File: config.mk
export PLATFORM = sky130hd
export DESIGN_NAME = imem_loader_flat
export DESIGN_NICKNAME = d
export VERILOG_FILES = /design/src/rtl/imem_loader_if.sv /design/src/rtl/imem_loader.sv /design/src/flat_wrapper.sv
export SDC_FILE = /design/constraint.sdc
export NUM_CORES = 1
export LEC_CHECK = 0
export ABC_AREA = 1
export CORE_MARGIN = 10
export CORE_UTILIZATION = 47
export DETAILED_ROUTE_END_ITERATION = 16
export PLACE_DENSITY = 0.71
export RECOVER_POWER = 100
export SLEW_MARGIN = 20
export SYNTH_ARGS = -nofsm -noshare
export SYNTH_HDL_FRONTEND = slang
export SYNTH_SLANG_ARGS = --single-unit
File: constraint.sdc
create_clock -name clk -period 1.75 [get_ports clk]
set_input_delay 0.4375 -clock clk [delete_from_list [all_inputs] [get_ports clk]]
set_output_delay 0.4375 -clock clk [all_outputs]
set_load 0.02 [all_outputs]
File: src/rtl/imem_loader_if.sv
// rtl/imem_loader_if.sv - byte stream handshake from the serial receiver into the loader
interface imem_loader_if;
    logic [7:0] rx_data;
    logic       rx_valid;
    logic       rx_ready;

    modport master (output rx_data, output rx_valid, input rx_ready);
    modport slave  (input rx_data, input rx_valid, output rx_ready);
endinterface

File: src/rtl/imem_loader.sv
// rtl/imem_loader.sv - boot loader assembling big-endian words into instruction memory, then releasing it to the CPU
// Define IMEM_LOADER_CHECKSUM_EN to require a trailing XOR checksum byte after the last word.
module imem_loader #(
    parameter int AW         = 6,
    parameter int START_ADDR = 0
) (
    input  logic                clk,
    input  logic                reset,
    imem_loader_if.slave        rx,
    input  logic                reload,
    input  logic [AW-1:0]       cpu_a,
    output logic [AW-1:0]       mem_a,
    output logic [31:0]         mem_wd,
    output logic                mem_we,
    output logic                cpu_run,
    output logic                err
);
    localparam logic [AW-1:0] START = AW'(START_ADDR);

`ifdef IMEM_LOADER_CHECKSUM_EN
    typedef enum logic [2:0] {HEADER, DATA, CSUM, RUN, ERROR} state_t;
`else
    typedef enum logic [1:0] {HEADER, DATA, RUN} state_t;
`endif

    state_t        state;
    state_t        state_next;
    logic [1:0]    byte_idx;
    logic [AW:0]   word_cnt;
    logic [AW:0]   n_words;
    logic [AW-1:0] wr_ptr;
    logic [AW-1:0] wr_addr;
    logic [23:0]   asm_word;
    logic          accept;
    logic          last_byte;
`ifdef IMEM_LOADER_CHECKSUM_EN
    logic [7:0]    xor_acc;
`endif

`ifdef IMEM_LOADER_CHECKSUM_EN
    assign rx.rx_ready = (state == HEADER) || (state == DATA) || (state == CSUM);
    assign err         = (state == ERROR);
`else
    assign rx.rx_ready = (state == HEADER) || (state == DATA);
    assign err         = 1'b0;
`endif
    assign accept    = rx.rx_valid && rx.rx_ready;
    assign last_byte = accept && (state == DATA) && (byte_idx == 2'd3);
    // wr_addr holds the address of the word being written, so the write pulse sees a stable address
    assign mem_a     = cpu_run ? cpu_a : wr_addr;

    always_ff @(posedge clk) begin
        if (reset) begin
            state <= HEADER;
        end else begin
            state <= state_next;
        end
    end

    always_comb begin
        state_next = state;
        case (state)
            HEADER: if (accept) state_next = DATA;
            DATA: begin
                if (last_byte && (word_cnt + (AW+1)'(1) == n_words)) begin
`ifdef IMEM_LOADER_CHECKSUM_EN
                    state_next = CSUM;
`else
                    state_next = RUN;
`endif
                end
            end
`ifdef IMEM_LOADER_CHECKSUM_EN
            CSUM: if (accept) state_next = (rx.rx_data == xor_acc) ? RUN : ERROR;
            ERROR: state_next = ERROR;
`endif
            RUN: state_next = RUN;
            default: state_next = HEADER;
        endcase
        if (reload) begin
            state_next = HEADER;
        end
    end

    always_ff @(posedge clk) begin
        if (reset) begin
            mem_we   <= 1'b0;
            mem_wd   <= 32'h0;
            cpu_run  <= 1'b0;
            byte_idx <= 2'd0;
            word_cnt <= '0;
            n_words  <= (AW+1)'(1);
            wr_ptr   <= START;
            wr_addr  <= START;
            asm_word <= 24'h0;
`ifdef IMEM_LOADER_CHECKSUM_EN
            xor_acc  <= 8'h00;
`endif
        end else begin
            mem_we  <= 1'b0;
            // Lags RUN by one edge so the final write completes before the CPU owns mem_a
            cpu_run <= (state == RUN) && !reload;
            if (reload) begin
                byte_idx <= 2'd0;
                word_cnt <= '0;
                asm_word <= 24'h0;
`ifdef IMEM_LOADER_CHECKSUM_EN
                xor_acc  <= 8'h00;
`endif
            end else if (accept && (state == HEADER)) begin
                n_words  <= {1'b0, rx.rx_data[AW-1:0]} + (AW+1)'(1);
                wr_ptr   <= START;
                word_cnt <= '0;
                byte_idx <= 2'd0;
`ifdef IMEM_LOADER_CHECKSUM_EN
                xor_acc  <= 8'h00;
`endif
            end else if (accept && (state == DATA)) begin
                byte_idx <= byte_idx + 2'd1;
                asm_word <= {asm_word[15:0], rx.rx_data};
`ifdef IMEM_LOADER_CHECKSUM_EN
                xor_acc  <= xor_acc ^ rx.rx_data;
`endif
                if (last_byte) begin
                    mem_wd   <= {asm_word, rx.rx_data};
                    mem_we   <= 1'b1;
                    wr_addr  <= wr_ptr;
                    wr_ptr   <= wr_ptr + AW'(1);
                    word_cnt <= word_cnt + (AW+1)'(1);
                end
            end
        end
    end
endmodule

File: src/flat_wrapper.sv
// flat-port wrapper written by rule: the top's interface ports become plain ports
module imem_loader_flat 
#(
    parameter int AW         = 6,
    parameter int START_ADDR = 0
)
  (clk, reset, reload, cpu_a, mem_a, mem_wd, mem_we, cpu_run, err, rx_rx_data, rx_rx_valid, rx_rx_ready);
  imem_loader_if rx_i ();
  input  logic clk;
  input  logic reset;
  input  logic reload;
  input  logic [AW-1:0] cpu_a;
  output logic [AW-1:0] mem_a;
  output logic [31:0] mem_wd;
  output logic mem_we;
  output logic cpu_run;
  output logic err;
  input wire logic [$bits(rx_i.rx_data)-1:0] rx_rx_data;
  input wire logic [$bits(rx_i.rx_valid)-1:0] rx_rx_valid;
  output wire logic [$bits(rx_i.rx_ready)-1:0] rx_rx_ready;
  assign rx_i.rx_data = rx_rx_data;
  assign rx_i.rx_valid = rx_rx_valid;
  assign rx_rx_ready = rx_i.rx_ready;
  imem_loader #(.AW(AW), .START_ADDR(START_ADDR)) u_core (.clk(clk), .reset(reset), .rx(rx_i), .reload(reload), .cpu_a(cpu_a), .mem_a(mem_a), .mem_wd(mem_wd), .mem_we(mem_we), .cpu_run(cpu_run), .err(err));
endmodule
* Word-level counts from Yosys, hierarchy flattened
Index checks and enable logic that the tools add are counted.
Widths: inputs -> output; s select.
** Word-level totals
- Flip-flop bits (word level) :: 88
- Input port bits :: 18
- Output and inout port bits :: 42
** Cells by class
- Add/sub/neg operators :: 4
- Eq/ne operators :: 6
- Muxes and demuxes :: 8
- Bitwise logic cells :: 3
- Reductions and logical operators :: 20
** Operator list (number)
- $mux 6 :: 4
- $reduce_and 2->1 :: 4
- $add 6x1->7 const B :: 1
- $add 7x1->7 const B :: 1
- $eq 7x7->1 :: 1
- $add 6x1->6 const B :: 1
- $logic_and 1x1->1 :: 6
- $pmux 2 s3 :: 1
- $eq 2x2->1 const B :: 2
- $mux 2 :: 2
- $reduce_and 4->1 :: 1
- $reduce_bool 2->1 :: 2
- $reduce_or 4->1 :: 1
- $not 1->1 :: 3
- $reduce_and 3->1 :: 1
- $reduce_or 3->1 :: 1
- $add 2x1->2 const B :: 1
- $eq 2x1->1 const B :: 1
- $logic_not 2->1 :: 1
- $ne 2x1->1 const B :: 1
- $ne 2x2->1 const B :: 1
- $reduce_or 2->1 :: 1
- $logic_not 1->1 :: 1
- $logic_or 1x1->1 :: 1
- $mux 1 :: 1

* Logic depth before layout (Yosys ltp)
- Word-level depth :: 8
- Gate-level depth with buffers :: 14
- Depth with buffers taken out :: 14

* Least setup slack after synthesis
No wires, ideal clock.
- Kind :: reg-to-reg
- Start point :: register u_core.state[1]
- End point :: register u_core.mem_wd[30]
- Setup time :: 116 ps
- Arrival :: 1647 ps
- Required time :: 1634 ps
- Path slack :: -13 ps
- Stages on the path, launching flop included :: 13
- Buffers on the path :: 1
- Period minus slack after synthesis :: 1763 ps
- Cells stage by stage :: dfxtp_1 inv_1 ha_1 inv_2 nand2_2 nand4_2 a21oi_4 inv_2 nor2_4 inv_2 buf_2 nor2_1 nor2_1
** On the way
- Word-level cells in the longest chain between the ends :: 6
** RTL lines
- from (decl) :: line imem_loader.sv:26 : state_t state;
- from (signal assigned) :: line imem_loader.sv:56 : state <= state_next;
- $eq 2x1->1 / $logic_not 2->1 (equally long branches) :: line imem_loader.sv:44 : assign rx.rx_ready = (state == HEADER) || (state == DATA);
- $logic_or 1x1->1 * :: line imem_loader.sv:44
- named net rx_rx_ready :: line flat_wrapper.sv:20 : output wire logic [$bits(rx_i.rx_ready)-1:0] rx_rx_ready;
- $logic_and 1x1->1 * :: line imem_loader.sv:47 : assign accept = rx.rx_valid && rx.rx_ready;
- $logic_and 1x1->1, on equally long branches :: line imem_loader.sv:48, imem_loader.sv:118, imem_loader.sv:110
- $logic_and 1x1->1 / $not 1->1 (equally long branches)
- $reduce_and 4->1 (no line) *
- to (signal assigned) :: line imem_loader.sv:125 : mem_wd <= {asm_word, rx.rx_data};
- to (decl) :: line imem_loader.sv:13 : output logic [31:0] mem_wd,
Mark *: on every way through the listed nets, which the timed path passes. The rest lies on a longest branch.
A chain may end at the register's enable or synchronous reset.

* Final worst setup path
- Start point :: register u_core.state[1]
- End point :: register u_core.wr_addr[5]
** On the way
- Word-level cells in the longest chain between the ends :: 6
** RTL lines
- $eq 2x1->1 / $logic_not 2->1 (equally long branches)
- $logic_or 1x1->1 :: line imem_loader.sv:44
- $logic_and 1x1->1 :: line imem_loader.sv:47
- $logic_and 1x1->1, on equally long branches :: line imem_loader.sv:48, imem_loader.sv:118, imem_loader.sv:110
- $logic_and 1x1->1 / $not 1->1 (equally long branches)
- $reduce_and 4->1 (no line) *
- to (signal assigned) :: line imem_loader.sv:127 : wr_addr <= wr_ptr;
- to (decl) :: line imem_loader.sv:32 : logic [AW-1:0] wr_addr;
Mark *: on every way between the ends. The rest lies on a longest branch, timed or not.

==> impl_results.md <==
* Slowest stage delay, CP at 0.34 ns
* Slew Viols, Final at 0
* Leakage Power at 2.17 nW
* Crit path buffers/inverters at 6
* Status: finished clean
* Post-Route Setup TNS at 0 ns
* Worst-Skew Late Latency at 0.36 ns
* Fin crit share at between 90% and 100%
* Clock Path Buffers at 2
* Die area at 11400 sq um
* Area of the core at approximately 7300 sq um
* Post-Synth Simple-Gate Area at a little under a fifth
* Final WS setup at between 0.02 and 0.025 ns
* Synth area leader: dfxtp_1
* Synth unique cells at 29
* Final ANT Viol Nets at 0
* Dpl hpwl at 6.76 mm
* Hold Violations, Final at 0
* Detailed-route via count at 3374
* Critical path, cell by cell: inv_4 -> ha_4 -> inv_4 -> nand2_4 -> nand4_4 -> a21oi_4 -> inv_2 -> nor2_4 -> buf_12 -> inv_8 -> buf_12 -> a21oi_1
* Critical path's slowest cell: dfxtp_2
* Post-route DRC at 0
* I/O pin count at 60
* RSZ-0062 raised after global routing: true
* Global-route wire length before repair at 15.2 mm
* Count of nets after finishing at between 500 and 600
* CP delay by family, top: buffers and inverters
* Commonest non-fill, non-tap cell in the layout: dfxtp_1
* Syn avg cell area at 7.54 sq um
* Final setup violation count at 0
* Final Wtd Congestion at between 0.8 and 0.9
* CP Launch Type: flop
* Cts hold-fix bufs at 0
* Post-Syn Nets at 495
* Reg clk slew, reported paths at 0.09 ns
* Top FF cell, synth: dfxtp_1
* Worst path arrival time at 2.03 ns
* Inserted Diodes at 0
* Peak VDD IR at ~0.62 mV
* Most frequent cells in the layout: 81 x dfxtp_1, 65 x nand2_1, 58 x o21ai_0, 57 x a21oi_1, 54 x nor2_1
* Root Driver: clkbuf_8
* PortBufs at between 50 and 60
* #FFs+latches synth at 88
* Number of antenna violations at the first check in global routing at 0
* Area Growth Syn to Fin at 38.2%
* Initial core utilization at 48.5%
* Number of vias per cell at 5.04
* H-tree depth at 3
* PD cells at 883 nW/um^2
* Rows at 31
* GRT Util Overall at 16.1%
* Yosys warns at 0
* Sequential fraction of the synthesis area at 49.8%
* CTS tree: yes
* XOR/XNOR share of the synthesized area at 1.24%
* # clock sinks at 88
* Mux share of post-synthesis cell area at 0%
* Largest family of logic cells by synthesized area: compound AO/OA/AOI/OAI gates
* Die W at roughly 110 um
* CP Class: reg2reg
* Iter 0 DRT Violations at 121
* Filler Cell Count at ~660
* Overflow after GRT at 0
* Synth area leaders: dfxtp_1 50%, o21ai_0 9.5%, a21oi_1 8.3%
* Drt pass-1 iters at 4
* Syn Inst Count at 469
* Syn Std Cell Area at roughly 3500 sq um
* Asr flop ratio synth at 0%
* Placement Setup Slack at -0.395 ns
* Total CTS buffers at 9
* Largest net degree at the start of global routing at 30
* Max cap viols at 0
* Die Ht at 107 um
* FMAX at 579 MHz
* Area share of fa/ha/maj cells after synthesis at about 2.8%
* Per-cell routed wire length at 13.9 um
* Post-synth EDFFs at 0
* Detailed-route wire length at 9.29 mm
* CP Max Fanout at 12
* Worst Path Required at 2.05 ns
* Share of cells above drive strength 1 at approximately a fifth
* Class of the worst hold path: reg2reg
* Vias in the first global route at ~3200
* Post-route cell area at 4890 sq um
* Compound-gate portion of the synthesized area at 19.4%
* Layout Skew at 0.00949 ns
* Placement Cell Area at 4550 sq um
* Period minus WS final at 1.73 ns
* Share of the synthesized area in the top cell type at 49.8%
* Setup crit end kind: flop
[metrics by stage]
step / utilization (%) / hold WS [ns] / power (mW) / cells
6_report: 67.1 / 0.459 / 4.32 / 670
3_3_place_gp: 62.4 / 0.444 / 2.78 / 652
5_1_grt: 67.1 / 0.482 / 4.49 / 670
4_1_cts: 65.6 / 0.463 / 4.31 / 667
3_5_place_dp: 62.4 / 0.451 / 2.79 / 652
2_1_floorplan: - / 0.424 / 2.47 / 469
[where the power goes]
group,internal (mW),switching (mW)
Sequential,2.08,0.0433
Combinational,0.267,0.363
Clock,0.806,0.755
[tightest hold or removal path, stage by stage (launching register included)]
cell,delay [ns]
dfxtp_1,0.31
inv_1,0.06
a21oi_1,0.05
[state kept, by name (all words and copies together) (netlist names)]
| register | flops |
|---|---|
| u_core.mem_we | 1 |
| u_core.mem_wd | 32 |
| u_core.state | 2 |
| u_core.n_words | 7 |
| u_core.byte_idx | 2 |
| u_core.wr_ptr | 6 |
| u_core.wr_addr | 6 |
| u_core.asm_word | 24 |
| u_core.cpu_run | 1 |
| u_core.word_cnt | 7 |
[cell usage after synthesis (2+ instances only)]
library cell  instances
xor2_1                2
nor3_1                2
dfxtp_1              88
buf_4                 2
buf_2                 9
nand2_1              72
a21oi_1              59
xnor2_1               3
inv_2                 3
o22ai_1               2
nor2_1               68
nand3_1              14
inv_1                49
o21ai_0              67
ha_1                  8
clkbuf_1              8
[metal layers]
layer  share of wire (%)  vias up  wire length (um)  track usage, %
li1                    -     1713                 -               -
met1                  46     1575              4280            20.2
met2                  47       76              4370            26.1
met3                 5.8       10               534            4.49
met4                 1.1        0               104            5.51
met5                   0        -                 0               0
[cells by family after synthesis]
logic type | after synthesis
DFF | 88
other | 1
adders and majority gates | 8
AOI/OAI and AO/OA | 133
buffers and inverters | 73
xor gates and xnor gates | 5
and+or+nand+nor | 161
[worst paths after layout]
| kind | end | from | depth (start not counted) | slack, ns |
|---|---|---|---|---|
| worst max register to register | u_core.wr_addr[5] | u_core.state[1] | 12 | 0.02 |
| worst min register to register | u_core.wr_addr[0] | u_core.wr_addr[0] | 2 | 0.46 |
| worst max-delay path | u_core.wr_addr[5] | u_core.state[1] | 12 | 0.02 |
| worst min-delay path | u_core.wr_addr[0] | u_core.wr_addr[0] | 2 | 0.46 |
[layout make-up]
| type | instances | area (sq um) | area share (%) |
|---|---|---|---|
| clock buffers | 9 | 124 | 2.53 |
| clock inverters | 6 | 92.6 | 1.89 |
| inverters | 53 | 214 | 4.38 |
| multi-input cells | 308 | 1620 | 33.2 |
| flip-flops and latches | 88 | 1770 | 36.3 |
| well taps | 99 | 124 | 2.53 |
| repair buffers | 106 | 932 | 19.1 |
| repair inverters | 1 | 6.26 | 0.128 |
[repair_timing]
action,in CTS,in global routing
endpoints found under the setup margin,78,69
pin swaps,2,12
gates resized for setup,76,64
buffers inserted,0,2
cloned,0,1
Power figures use the tool's default switching activity.
